--- src/rtl/instr_exec.sv ---
// instr_exec: fetch/execute sequencer for the 19-bit program ROM.
// Drives the ROM address from an internal PC, latches the returned word,
// decodes it and runs one 8-bit ALU operation per instruction against an
// 8x8 register file. Each instruction takes two cycles (FETCH then EXEC).
module instr_exec #(
    parameter int PROG_LEN = 9,
    parameter int AW       = 6
) (
    input  logic          clock,
    input  logic          reset,
    input  logic          run,
    output logic [AW-1:0] rom_addr,
    input  logic [18:0]   rom_data,
    output logic          busy,
    output logic          halt,
    output logic [7:0]    result,
    output logic          result_valid,
    output logic          flag_z,
    output logic          flag_c,
    input  logic [2:0]    dbg_sel,
    output logic [7:0]    dbg_data
);

    typedef enum logic [1:0] {
        IDLE  = 2'd0,
        FETCH = 2'd1,
        EXEC  = 2'd2,
        HALT  = 2'd3
    } state_t;

    localparam logic [2:0] OP_ADD  = 3'b000;
    localparam logic [2:0] OP_SUB  = 3'b001;
    localparam logic [2:0] OP_AND  = 3'b010;
    localparam logic [2:0] OP_OR   = 3'b011;
    localparam logic [2:0] OP_XOR  = 3'b100;
    localparam logic [2:0] OP_NOT  = 3'b101;
    localparam logic [2:0] OP_LDI  = 3'b110;
    localparam logic [2:0] OP_HALT = 3'b111;

    // Address of the final program word; reaching it ends the program.
    localparam logic [AW-1:0] LAST_PC = AW'(PROG_LEN - 1);

    state_t        state_q, state_d;
    logic [AW-1:0] pc_q, pc_d;
    logic [18:0]   ir_q, ir_d;
    logic [7:0]    regFile_q [8];
    logic [7:0]    result_q, result_d;
    logic          resultValid_q, resultValid_d;
    logic          flagZ_q, flagZ_d;
    logic          flagC_q, flagC_d;
    logic          regWe;

    // Instruction fields of the latched word.
    logic [2:0] rd;
    logic [2:0] opcode;
    logic [2:0] rs;
    logic       bsel;
    logic [7:0] imm;
    logic       unusedReserved;

    assign rd             = ir_q[18:16];
    assign opcode         = ir_q[15:13];
    assign rs             = ir_q[12:10];
    assign unusedReserved = ir_q[9];
    assign bsel           = ir_q[8];
    assign imm            = ir_q[7:0];

    // Operands come from the registers as they stand before the EXEC edge,
    // so rd==rs reads the old value and writes the new one.
    logic [7:0] opA;
    logic [7:0] opB;

    assign opA = regFile_q[rs];
    assign opB = bsel ? imm : regFile_q[rd];

    logic [8:0] sum9;
    logic [7:0] aluValue;
    logic       aluCarry;

    // ALU: produces the writeback value and the 9th sum bit for ADD/SUB.
    always_comb begin
        sum9     = '0;
        aluValue = '0;
        aluCarry = 1'b0;
        case (opcode)
            OP_ADD: begin
                sum9     = {1'b0, opA} + {1'b0, opB};
                aluValue = sum9[7:0];
                aluCarry = sum9[8];
            end
            OP_SUB: begin
                sum9     = {1'b0, opA} + {1'b0, ~opB} + 9'd1;
                aluValue = sum9[7:0];
                aluCarry = sum9[8];
            end
            OP_AND:  aluValue = opA & opB;
            OP_OR:   aluValue = opA | opB;
            OP_XOR:  aluValue = opA ^ opB;
            OP_NOT:  aluValue = ~opA;
            OP_LDI:  aluValue = imm;
            default: aluValue = '0;
        endcase
    end

    // Sequencer: next state, PC, IR and the writeback side effects of EXEC.
    always_comb begin
        state_d       = state_q;
        pc_d          = pc_q;
        ir_d          = ir_q;
        result_d      = result_q;
        resultValid_d = 1'b0;
        flagZ_d       = flagZ_q;
        flagC_d       = flagC_q;
        regWe         = 1'b0;
        case (state_q)
            IDLE: begin
                if (run) begin
                    pc_d    = '0;
                    state_d = FETCH;
                end
            end
            FETCH: begin
                ir_d    = rom_data;
                state_d = EXEC;
            end
            EXEC: begin
                if (opcode != OP_HALT) begin
                    regWe         = 1'b1;
                    result_d      = aluValue;
                    resultValid_d = 1'b1;
                    flagZ_d       = (aluValue == 8'd0);
                    if (opcode == OP_ADD || opcode == OP_SUB) begin
                        flagC_d = aluCarry;
                    end
                end
                if (pc_q == LAST_PC || opcode == OP_HALT) begin
                    state_d = HALT;
                end else begin
                    pc_d    = pc_q + AW'(1);
                    state_d = FETCH;
                end
            end
            HALT: begin
                if (run) begin
                    pc_d    = '0;
                    state_d = FETCH;
                end
            end
            default: state_d = IDLE;
        endcase
    end

    // Control and status registers with synchronous active-low reset.
    always_ff @(posedge clock) begin
        if (!reset) begin
            state_q       <= IDLE;
            pc_q          <= '0;
            ir_q          <= '0;
            result_q      <= '0;
            resultValid_q <= 1'b0;
            flagZ_q       <= 1'b0;
            flagC_q       <= 1'b0;
        end else begin
            state_q       <= state_d;
            pc_q          <= pc_d;
            ir_q          <= ir_d;
            result_q      <= result_d;
            resultValid_q <= resultValid_d;
            flagZ_q       <= flagZ_d;
            flagC_q       <= flagC_d;
        end
    end

    // Register file: cleared by reset, written by EXEC for non-HALT opcodes.
    always_ff @(posedge clock) begin
        if (!reset) begin
            for (int i = 0; i < 8; i++) begin
                regFile_q[i] <= '0;
            end
        end else if (regWe) begin
            regFile_q[rd] <= aluValue;
        end
    end

    assign rom_addr     = pc_q;
    assign busy         = (state_q == FETCH) || (state_q == EXEC);
    assign halt         = (state_q == HALT);
    assign result       = result_q;
    assign result_valid = resultValid_q;
    assign flag_z       = flagZ_q;
    assign flag_c       = flagC_q;
    assign dbg_data     = regFile_q[dbg_sel];

endmodule

--- config.mk ---
export PLATFORM = sky130hd
export DESIGN_NAME = instr_exec
export DESIGN_NICKNAME = d
export VERILOG_FILES = /design/src/rtl/instr_exec.sv
export SDC_FILE = /design/constraint.sdc
export NUM_CORES = 1
export LEC_CHECK = 0
export BUFFER_PORTS_ARGS = -buffer_cell sky130_fd_sc_hd__buf_2
export CORE_ASPECT_RATIO = 1.4
export CORE_MARGIN = 2
export CORE_UTILIZATION = 55
export CTS_CLUSTER_SIZE = 20
export DETAILED_ROUTE_END_ITERATION = 16
export GPL_ROUTABILITY_DRIVEN = 0
export PLACE_DENSITY = 0.78
export SYNTH_ARGS = -nofsm -noshare
export SYNTH_HDL_FRONTEND = slang
export SYNTH_SLANG_ARGS = --single-unit
export TNS_END_PERCENT = 100
--- constraint.sdc ---
create_clock -name clock -period 5.15 [get_ports clock]
set_input_delay 0.515 -clock clock [delete_from_list [all_inputs] [get_ports clock]]
set_output_delay 0.515 -clock clock [all_outputs]
set_load 0.05 [all_outputs]
# Word level (Yosys, flattened, before mapping)
# Memory sizes are Yosys's and may differ from the RTL's. A register that Yosys moved wholly into a read port is not among the register bits.
# Cells that the tools add are included.
# Widths: inputs -> output; s select.
[word_totals] n_memories=1 wordCells=65 output_inout_bits=27 in_bits=25 reg_bits=38 ram_bits=64
[classes] mux=22 bitwise_logic=5 n_eq_ne=14 reduce_logical=12 addsub=4
[memory_table] name="regFile_q" words=8 width=8 rd=3 rd_ports_with_merged_regs=2 wr=8 line_no="46" text="logic [7:0] regFile_q [8];"
[op_table] cell="$pmux 8 s7" count=1
[op_table] cell="$add 8x8->9" count=2
[op_table] cell="$mux 8" count=2
[op_table] cell="$not 8->8" count=2
[op_table] cell="$mux 3" count=5
[op_table] cell="$eq 3x3->1 const B" count=4
[op_table] cell="$mux 6" count=2
[op_table] cell="$pmux 6 s2" count=1
[op_table] cell="$add 9x1->9 const B" count=1
[op_table] cell="$and 8x8->8" count=1
[op_table] cell="$logic_not 8->1" count=1
[op_table] cell="$or 8x8->8" count=1
[op_table] cell="$reduce_or 8->1" count=1
[op_table] cell="$xor 8x8->8" count=1
[op_table] cell="$mux 1" count=7
[op_table] cell="$add 6x1->6 const B" count=1
[op_table] cell="$eq 3x2->1 const B" count=2
[op_table] cell="$eq 6x4->1 const B" count=1
[op_table] cell="$pmux 2 s3" count=1
[op_table] cell="$reduce_and 3->1" count=2
[op_table] cell="$eq 2x2->1 const B" count=2
[op_table] cell="$mux 2" count=2
[op_table] cell="$eq 3x1->1 const B" count=1
[op_table] cell="$logic_not 3->1" count=1
[op_table] cell="other kinds (10)" count=12

# Longest topological paths before layout
# Gate-level depths: netlist of the first run.
[logic_depth] word_depth=8 ltp_mapped=17 ltp_nobuf=14

# Worst setup path after synthesis of the first run
# Ideal clock, no wire load.
[synth_timing] path_kind="reg-to-reg" from="register with a tool-made name" to="memory regFile_q[0][6], data pin" t_required_ns=4.885 period_less_slack_ns=4.192 n_path_buf=3 path_stages_with_launch=16 arrival_ns=3.927 path_slack_ns=0.958 cell_sequence="dfxtp_1 buf_4 buf_1 mux4_2 mux2i_1 o21a_1 inv_1 ha_1 fa_1 a311o_1 a31oi_1 mux2i_1 o311a_1 o221a_2 clkbuf_1 nor2_1"
[synth_rtl] element="to (decl)" line_no="46"

==> flow_summary.json, run 1 <==
{
  "status": "finished, final reports clean",
  "grt_overflow": 0,
  "antenna_found_initial": 0,
  "place_hpwl_um": 12500,
  "async_reset_ff_share_pct": 0,
  "reg2reg_to": "regFile_q[0][7]$_SDFFCE_PN0P_",
  "slew_headroom_pct": 27.1,
  "min_period_ns": 4.37,
  "routedWlPerCell_um": 21.0,
  "drv_slew": 0,
  "syn_inst": 606,
  "nets": 693,
  "fin_area_um2": 7270,
  "grtUsageMet2_pct": 47.0,
  "startpoint_type": "register",
  "synth.net_count": 661,
  "first_iter_violations": 554,
  "cp.arrival_ns": 4.45,
  "hp-class": "in2reg",
  "num_vias": 5039,
  "synth_edf_count": 64,
  "path_clk_slew_ns": 0.07,
  "mostFrequentLayoutCells": "121 x nor2_1, 64 x edfxtp_1, 50 x buf_2",
  "grt_max_degree": 30,
  "syn_to_final_growth_pct": 9.37,
  "yosys_warnings": 0,
  "final_common_cell": "nor2_1",
  "syn_avg_cell_area_um2": 11.0,
  "cts_root_buf": "clkbuf_16",
  "grt_first_pass_wirelength_um": 26800,
  "ioPinCount": 52,
  "port_buffers": 50,
  "p_per_area_nw_per_um2": 516,
  "cts_max_level": 3,
  "clk_latency_ns": 0.35,
  "grtUsageTotal_pct": 26.3,
  "numCtsBuffers": 9,
  "min_period_over_period_pct": 84.8,
  "vias_per_cell": 6.38,
  "grt_pass1_vias": 5089,
  "met3_usage_pct": 3.80,
  "crit_type": "reg2reg",
  "clock-sinks": 107,
  "synth-seq-cells": 107,
  "synth_ff_type": "edfxtp_1",
  "fmax_mhz": 229,
  "fp.coreArea_um2": 11800,
  "die_w_um": 96.9,
  "required_ns": 5.24,
  "worst_slew_pin_slew_ns": 1.09,
  "netlist_area_um2": 6650,
  "rsz0062_at_grt": "no",
  "synth_cell_type_count": 59,
  "cts_resized": 0,
  "yosysSeqAreaShare_pct": 41.9,
  "dpl-instance-area_um2": 6970,
  "p_leak_uw": 0.00279,
  "drtPass1Iterations": 5,
  "endpoint_kind": "register",
  "start_util_pct": 56.2,
  "drive_above_1_share_pct": 22.9,
  "worstRegToRegCells": 11,
  "die_height_um": 134,
  "drc": 0,
  "setup_violations": 0,
  "rrSetupSlack_ns": 0.78,
  "antenna_cells": 0,
  "ant_nets": 0,
  "grt_use_met1_pct": 29.1,
  "hold_violations": 0,
  "cts_setup_buffers": 0,
  "die_area_um2": 13000,
  "routed_wl_um": 16600,
  "drv_cap": 0,
  "cp-endpoint": "regFile_q[0][7]$_SDFFCE_PN0P_",
  "cp_max_fo": 10,
  "grt-busiest-layer": "met2",
  "num-fill-cells": 907,
  "hold_buffers": 0,
  "skew_ns": 0.00687,
  "row_count": 47,
  "clockBufferDepth": 2,
  "cts_tree": "yes",
  "max-vdd-ir-drop_mv": 0.320,
  "timing.setup.tns_ns": 0
}
[cells in the mapped netlist (all sizes together) (5+ instances only)]
cell type | count | area share [%]
a221oi | 5 | 0.94
a21oi | 17 | 1.3
buf | 19 | 1.5
nand3 | 5 | 0.38
mux2 | 11 | 1.9
nor2 | 121 | 6.8
clkbuf | 19 | 1.1
nand2 | 42 | 2.4
o22ai | 7 | 0.66
nor2b | 6 | 0.56
xor2 | 5 | 0.66
o21ai | 13 | 0.98
mux4 | 47 | 16
dfxtp | 43 | 13
nor3 | 5 | 0.38
nand2b | 7 | 0.66
edfxtp | 64 | 29
mux2i | 35 | 5.3
o21a | 9 | 1.0
a211oi | 10 | 1.1
inv | 34 | 1.9
ha | 28 | 5.3
[kinds of logic after synthesis]
kind of cell	count (synthesis)	synth area share, %
compound gates	92	10.6
xor+xnor	7	0.922
fa+ha+maj	30	5.87
buf+inv	72	4.54
flops	107	41.9
mux	93	23.1
simple gates	205	13.2
[per-layer routing]
metal | vias to the layer above | wire [um]
met1 | 2447 | 5930
met3 | 65 | 841
li1 | 2287 | -
met5 | - | 0
met2 | 240 | 8790
met4 | 0 | 1040
[worst min path at each step]
stage,from,depth (start not counted),slack (ns),to
finish,rom_data[2],3,0.41,ir_q[2]$_SDFFE_PN0P_
global route,rom_data[1],3,0.41,ir_q[1]$_SDFFE_PN0P_
CTS,rom_data[13],3,0.40,ir_q[13]$_SDFFE_PN0P_
detailed placement,result[0]$_SDFFE_PN0P_,2,0.48,result[0]$_SDFFE_PN0P_
global placement,ir_q[10]$_SDFFE_PN0P_,2,0.48,register
floorplan,ir_q[10]$_SDFFE_PN0P_,2,0.46,register
[critical path: stages, from the launching register on]
cell and delay (ns):
dfxtp_1 0.68, mux4_2 0.58, mux2i_1 0.31, inv_1 0.12, ha_1 0.38, inv_1 0.13
o21ai_0 0.18, o311ai_0 0.61, a311oi_2 0.22, a31o_2 0.30, a311oi_4 0.49, nor2_1 0.09
[where the power goes]
part | internal, uW | total (uW) | switching [uW]
clock network | 351 | 677 | 325
registers | 1010 | 1170 | 156
logic | 730 | 1910 | 1180
[cell type report]
type / count / area [um^2] / share of cell area [%]
inverters: 34 / 128 / 1.76
clock buffers: 10 / 239 / 3.29
multi-input cells: 427 / 3560 / 49.0
repair buffers: 59 / 318 / 4.37
flip-flops and latches: 107 / 2780 / 38.3
clock inverters: 6 / 56.3 / 0.775
well taps: 147 / 184 / 2.53
[stage by stage]
stage / hold WS, ns / total power (uW) / instances / setup WS (ns) / util (%)
after floorplan: 0.463 / 2560 / 606 / 0.958 / -
after global placement: 0.480 / 2990 / 774 / 0.904 / 59.0
after detailed placement: 0.479 / 3050 / 774 / 0.903 / 59.0
after CTS: 0.401 / 3740 / 790 / 0.809 / 61.5
after global routing: 0.408 / 3980 / 790 / 0.417 / 61.5
final: 0.405 / 3750 / 790 / 0.784 / 61.5
[state kept, by name, summed over array words and instances, names as in the netlist, named ones only]
name / flops
flag_c: 1
flag_z: 1
ir_q: 18
regFile_q: 64
result: 8
result_valid: 1
rom_addr: 6
state_q: 2
(Power assumes the default switching activity.)
==> run 2: changes to the inputs <==
--- a/config.mk
+++ b/config.mk
@@ -5,6 +5,7 @@
 export SDC_FILE = /design/constraint.sdc
 export NUM_CORES = 1
 export LEC_CHECK = 0
+export ABC_AREA = 1
 export BUFFER_PORTS_ARGS = -buffer_cell sky130_fd_sc_hd__buf_2
 export CORE_ASPECT_RATIO = 1.4
 export CORE_MARGIN = 2
==> constraint.sdc (replaced) <==
create_clock -name clock -period 4.5 [get_ports clock]
set_input_delay 0.45 -clock clock [delete_from_list [all_inputs] [get_ports clock]]
set_output_delay 0.45 -clock clock [all_outputs]
set_load 0.05 [all_outputs]
==> flow_summary.json, run 2 <==
{
  "die_w_um": 97.9,
  "start_util_pct": 55.7,
  "largest-register": "regFile_q",
  "die_area_um2": 13300,
  "netlist_area_um2": 6790,
  "row_count": 48,
  "drc": 0,
  "finish.utilization_pct": 61.1,
  "grt_overflow": 0,
  "grt_first_pass_wirelength_um": 30200,
  "grt_max_degree": 58,
  "ys_top_cells_by_area": "edfxtp_1 28%, dfxtp_1 13%, nand2_1 8.3%",
  "cts_tree": "yes",
  "worst_slew_pin_slew_ns": 0.872,
  "routedWlPerCell_um": 17.3,
  "nets": 1002,
  "routed_wl_um": 19100,
  "async_reset_ff_share_pct": 0,
  "yosysSeqAreaShare_pct": 41.0,
  "cts_root_buf": "clkbuf_16",
  "rsz0062_at_grt": "no",
  "syn_inst": 913,
  "status": "finished, final reports clean",
  "endpoint_kind": "register",
  "hold_buffers": 0,
  "hp-class": "in2reg",
  "synth_ff_type": "edfxtp_1",
  "die_height_um": 135,
  "synth.net_count": 968,
  "antenna_cells": 0,
  "synthTopCellsByCount": "150 x nand2_1, 119 x nor2_1, 110 x o21ai_0, 97 x inv_1, 86 x a21oi_1",
  "skew_ns": 0.0132,
  "drv_slew": 0,
  "slew_headroom_pct": 41.8,
  "antenna_found_initial": 0,
  "syn_to_final_growth_pct": 9.83,
  "syn_avg_cell_area_um2": 7.43,
  "grtUsageTotal_pct": 29.3,
  "port_buffers": 50,
  "startpoint_type": "register",
  "p_per_area_nw_per_um2": 776,
  "cp_max_fo": 15,
  "synth_edf_count": 64,
  "cp.arrival_ns": 4.07,
  "min_period_ns": 3.77,
  "place_hpwl_um": 13900,
  "setup_violations": 0,
  "p_leak_uw": 0.00318,
  "hold_violations": 0,
  "cts_max_level": 3,
  "drtPass1Iterations": 6,
  "drv_cap": 0,
  "timing.setup.tns_ns": 0,
  "ant_nets": 0,
  "final_common_cell": "nand2_1",
  "mostFrequentLayoutCells": "150 x nand2_1, 119 x nor2_1, 110 x o21ai_0",
  "numCtsBuffers": 9,
  "fp.coreArea_um2": 12200,
  "drive_above_1_share_pct": 11.9,
  "clk_latency_ns": 0.36,
  "ioPinCount": 52,
  "yosys_warnings": 0,
  "largest_reg_flops": 64,
  "yosysTopAreaCell": "edfxtp_1",
  "yosysMostFrequentCell": "nand2_1",
  "max-vdd-ir-drop_mv": 0.499,
  "grt_pass1_vias": 6085,
  "clock-sinks": 107,
  "fmax_mhz": 265,
  "synth-seq-cells": 107,
  "cts_resized": 0,
  "cts_setup_buffers": 0,
  "crit_type": "reg2reg",
  "clockBufferDepth": 2,
  "vias_per_cell": 5.91,
  "path_clk_slew_ns": 0.07,
  "synth_cell_type_count": 44,
  "num_vias": 6509,
  "first_iter_violations": 538,
  "required_ns": 4.80,
  "min_period_over_period_pct": 83.8,
  "yosys.area.top_type_share_pct": 28.3
}
==> run 2: metrics by stage <==
stage / instance area, um^2 / total power [uW] / hold slack [ns] / setup WS [ns] / std cells
floorplan: 6790 / 3920 / 0.443 / 1.28 / 913
global placement: 7140 / 4840 / 0.461 / 0.883 / 1086
detailed placement: 7140 / 4900 / 0.467 / 0.805 / 1086
CTS: 7450 / 5720 / 0.363 / 0.800 / 1102
global route: 7450 / 6200 / 0.384 / 0.376 / 1102
finish: 7450 / 5780 / 0.367 / 0.727 / 1102
==> run 2: final timing paths <==
| path | cells past startpoint | to | startpoint | slack, ns |
|---|---|---|---|---|
| worst max-delay path | 17 | flag_z$_SDFFE_PN0P_ | register | 0.73 |
| worst min-delay path | 3 | register | rom_data[11] | 0.37 |
| worst max register to register | 17 | flag_z$_SDFFE_PN0P_ | register | 0.73 |
| worst min register to register | 2 | ir_q[7]$_SDFFE_PN0P_ | ir_q[7]$_SDFFE_PN0P_ | 0.47 |
==> run 2: layout make-up <==
type | count | area [um^2]
clock buffers | 9 | 225
clock inverters | 7 | 86.3
fillers | 1121 | 4740
inverters | 115 | 434
multi-input cells | 653 | 3390
flip-flops and latches | 107 | 2780
well taps | 150 | 188
repair buffers | 61 | 345
==> run 2: kinds of logic (layout without fill, tap and decap cells) <==
| family | after synthesis | after routing | share of synthesized area [%] |
|---|---|---|---|
| and+or+nand+nor | 360 | 360 | 22.8 |
| AOI/OAI and AO/OA | 263 | 263 | 21.4 |
| buffers and inverters | 153 | 192 | 9.02 |
| DFF | 107 | 107 | 41.0 |
| adders and majority gates | 30 | 30 | 5.75 |
==> run 2: where the power goes <==
part           internal [uW]  switching, uW
combinational           1030           2610
sequential              1200            121
clock                    442            379
total                   2670           3110
==> run 2: per-layer routing <==
layer,part of all wire [%],GRT usage (%),up-vias
met3,8.0,4.80,88
li1,-,-,3164
met1,37,33.7,2920
met4,6.7,19.2,0
met2,48,50.4,337
met5,0,0,-
==> run 2: worst max-delay path, cell delays in order, from the launching register on <==
cell	delay (ns)
dfxtp_1	0.67
o21ai_0	0.16
o21ai_0	0.25
o221ai_1	0.23
o21ai_0	0.25
ha_1	0.22
inv_1	0.08
fa_1	0.46
or2_2	0.29
nand3_1	0.08
nand2_1	0.05
nor3_1	0.24
nand3_1	0.16
nor2_1	0.13
nand2_1	0.06
nor2_1	0.14
nand3_1	0.12
a21oi_2	0.12
==> run 3: changes to the inputs <==
--- a/config.mk
+++ b/config.mk
@@ -13,7 +13,7 @@
 export CTS_CLUSTER_SIZE = 20
 export DETAILED_ROUTE_END_ITERATION = 16
 export GPL_ROUTABILITY_DRIVEN = 0
-export PLACE_DENSITY = 0.78
+export PLACE_DENSITY = 0.81
 export SYNTH_ARGS = -nofsm -noshare
 export SYNTH_HDL_FRONTEND = slang
 export SYNTH_SLANG_ARGS = --single-unit
==> constraint.sdc (replaced) <==
create_clock -name clock -period 3.4 [get_ports clock]
set_input_delay 0.34 -clock clock [delete_from_list [all_inputs] [get_ports clock]]
set_output_delay 0.34 -clock clock [all_outputs]
set_load 0.05 [all_outputs]
==> flow_summary.json, run 3 (same netlist as run 2, synthesis figures left out) <==
{
  "status": "finished, final reports clean",
  "grt_max_degree": 40,
  "largest_reg_flops": 64,
  "row_count": 48,
  "drtPass1Iterations": 5,
  "cp_max_fo": 8,
  "first_iter_violations": 768,
  "endpoint_kind": "register",
  "routed_wl_um": 20800,
  "p_per_area_nw_per_um2": 1110,
  "hold_buffers": 0,
  "dp.cells": 1118,
  "min_period_over_period_pct": 97.2,
  "grtUsageTotal_pct": 30.3,
  "hp-class": "in2reg",
  "antenna_found_initial": 0,
  "hold_violations": 0,
  "largest-register": "regFile_q",
  "min_period_ns": 3.30,
  "num-fill-cells": 1049,
  "clock-sinks": 107,
  "required_ns": 3.49,
  "cp.arrival_ns": 3.40,
  "instances_no_fill": 1142,
  "worst_slew_pin_slew_ns": 0.853,
  "grt_first_pass_wirelength_um": 31400,
  "final_common_cell": "nand2_1",
  "multiInputGateArea_um2": 3540,
  "die_w_um": 97.9,
  "place_hpwl_um": 14600,
  "ant_nets": 0,
  "grt_overflow": 0,
  "antenna_cells": 0,
  "timing.setup.tns_ns": 0,
  "numCtsBuffers": 9,
  "num_vias": 6950,
  "die_area_um2": 13300,
  "startpoint_type": "register",
  "start_util_pct": 55.7,
  "ioPinCount": 52,
  "syn_to_final_growth_pct": 17.7,
  "nets": 1042,
  "routedWlPerCell_um": 18.2,
  "drv_slew": 0,
  "mostFrequentLayoutCells": "148 x nand2_1, 114 x nor2_1, 102 x o21ai_0",
  "vias_per_cell": 6.09,
  "cts_max_level": 3,
  "cts_root_buf": "clkbuf_16",
  "crit_type": "reg2reg",
  "clk_latency_ns": 0.35,
  "port_buffers": 50,
  "slew_headroom_pct": 43.1,
  "fmax_mhz": 303,
  "cts_tree": "yes",
  "fp.coreArea_um2": 12200,
  "drv_cap": 0,
  "path_clk_slew_ns": 0.08,
  "setup_violations": 0,
  "clockBufferDepth": 2,
  "p_leak_uw": 0.00340,
  "register_area_um2": 2790,
  "grt_pass1_vias": 6300,
  "drc": 0,
  "max-vdd-ir-drop_mv": 0.732,
  "drive_above_1_share_pct": 19.0,
  "die_height_um": 135,
  "skew_ns": 0.00925
}
-- run 3: report_power, final --
group | total [uW] | internal, uW | switching (uW)
logic | 6030 | 2100 | 3920
registers | 1760 | 1590 | 170
clock network | 1070 | 576 | 497
total | 8860 | 4270 | 4590
-- run 3: per-layer routing --
metal  routed length [um]  vias up  track usage (%)
met5                    0        -                0
met4                 1360        0             17.1
met3                 1990       94             3.10
met2                10200      440             54.1
met1                 7190     3163             35.4
li1                     -     3253                -
-- run 3: repair_timing --
action,CTS,global route
setup buffers,1,3
resized for setup,8,45
setup endpoints to repair,19,45
pin swaps,0,10
hold endpoints to repair,0,0
cloned,0,4
-- run 3: path summary, 6_finish.rpt --
check | start | end | slack [ns] | cells after the start
worst max-delay path | register | regFile_q[4][2]$_SDFFCE_PN0P_ | 0.1 | 18
worst min register to register | ir_q[5]$_SDFFE_PN0P_ | ir_q[5]$_SDFFE_PN0P_ | 0.47 | 2
worst min-delay path | rom_data[10] | ir_q[10]$_SDFFE_PN0P_ | 0.27 | 3
worst max register to register | register | regFile_q[4][2]$_SDFFCE_PN0P_ | 0.1 | 18
-- run 3: stage by stage --
step                setup WS (ns)  total power, uW  util (%)  hold WS [ns]  area (um^2)
floorplan                   0.180             5190         -         0.443         6790
global placement           0.0228             6930      60.8         0.457         7410
detailed placement        -0.0510             7030      60.8         0.457         7410
CTS                       0.00327             8150      63.4         0.271         7730
global route              -0.0972             9360      65.5         0.289         7990
finish                     0.0956             8860      65.5         0.270         7990
-- run 3: area by class of cell --
type / count / share of cell area [%]
Timing Repair Buffer: 100 / 8.96
Tap cell: 150 / 2.35
Inverter: 115 / 5.58
Timing Repair inverter: 1 / 0.0940
Clock buffer: 9 / 2.82
Clock inverter: 7 / 0.893
Multi-Input combinational cell: 653 / 44.4
Sequential cell: 107 / 34.9
-- run 3: worst max-delay path, stage by stage (launching register included) --
cell and delay (ns):
dfxtp_4 0.38, buf_12 0.15, clkinvlp_4 0.14, nor2_1 0.05, o21ai_0 0.26, o221ai_2 0.16
o21ai_2 0.15, ha_2 0.21, inv_1 0.07, fa_2 0.37, or2_2 0.29, nand3_1 0.09
nand2_1 0.06, nor3_2 0.19, buf_4 0.14, nand2_1 0.04, inv_1 0.08, buf_4 0.14
nor2_1 0.06
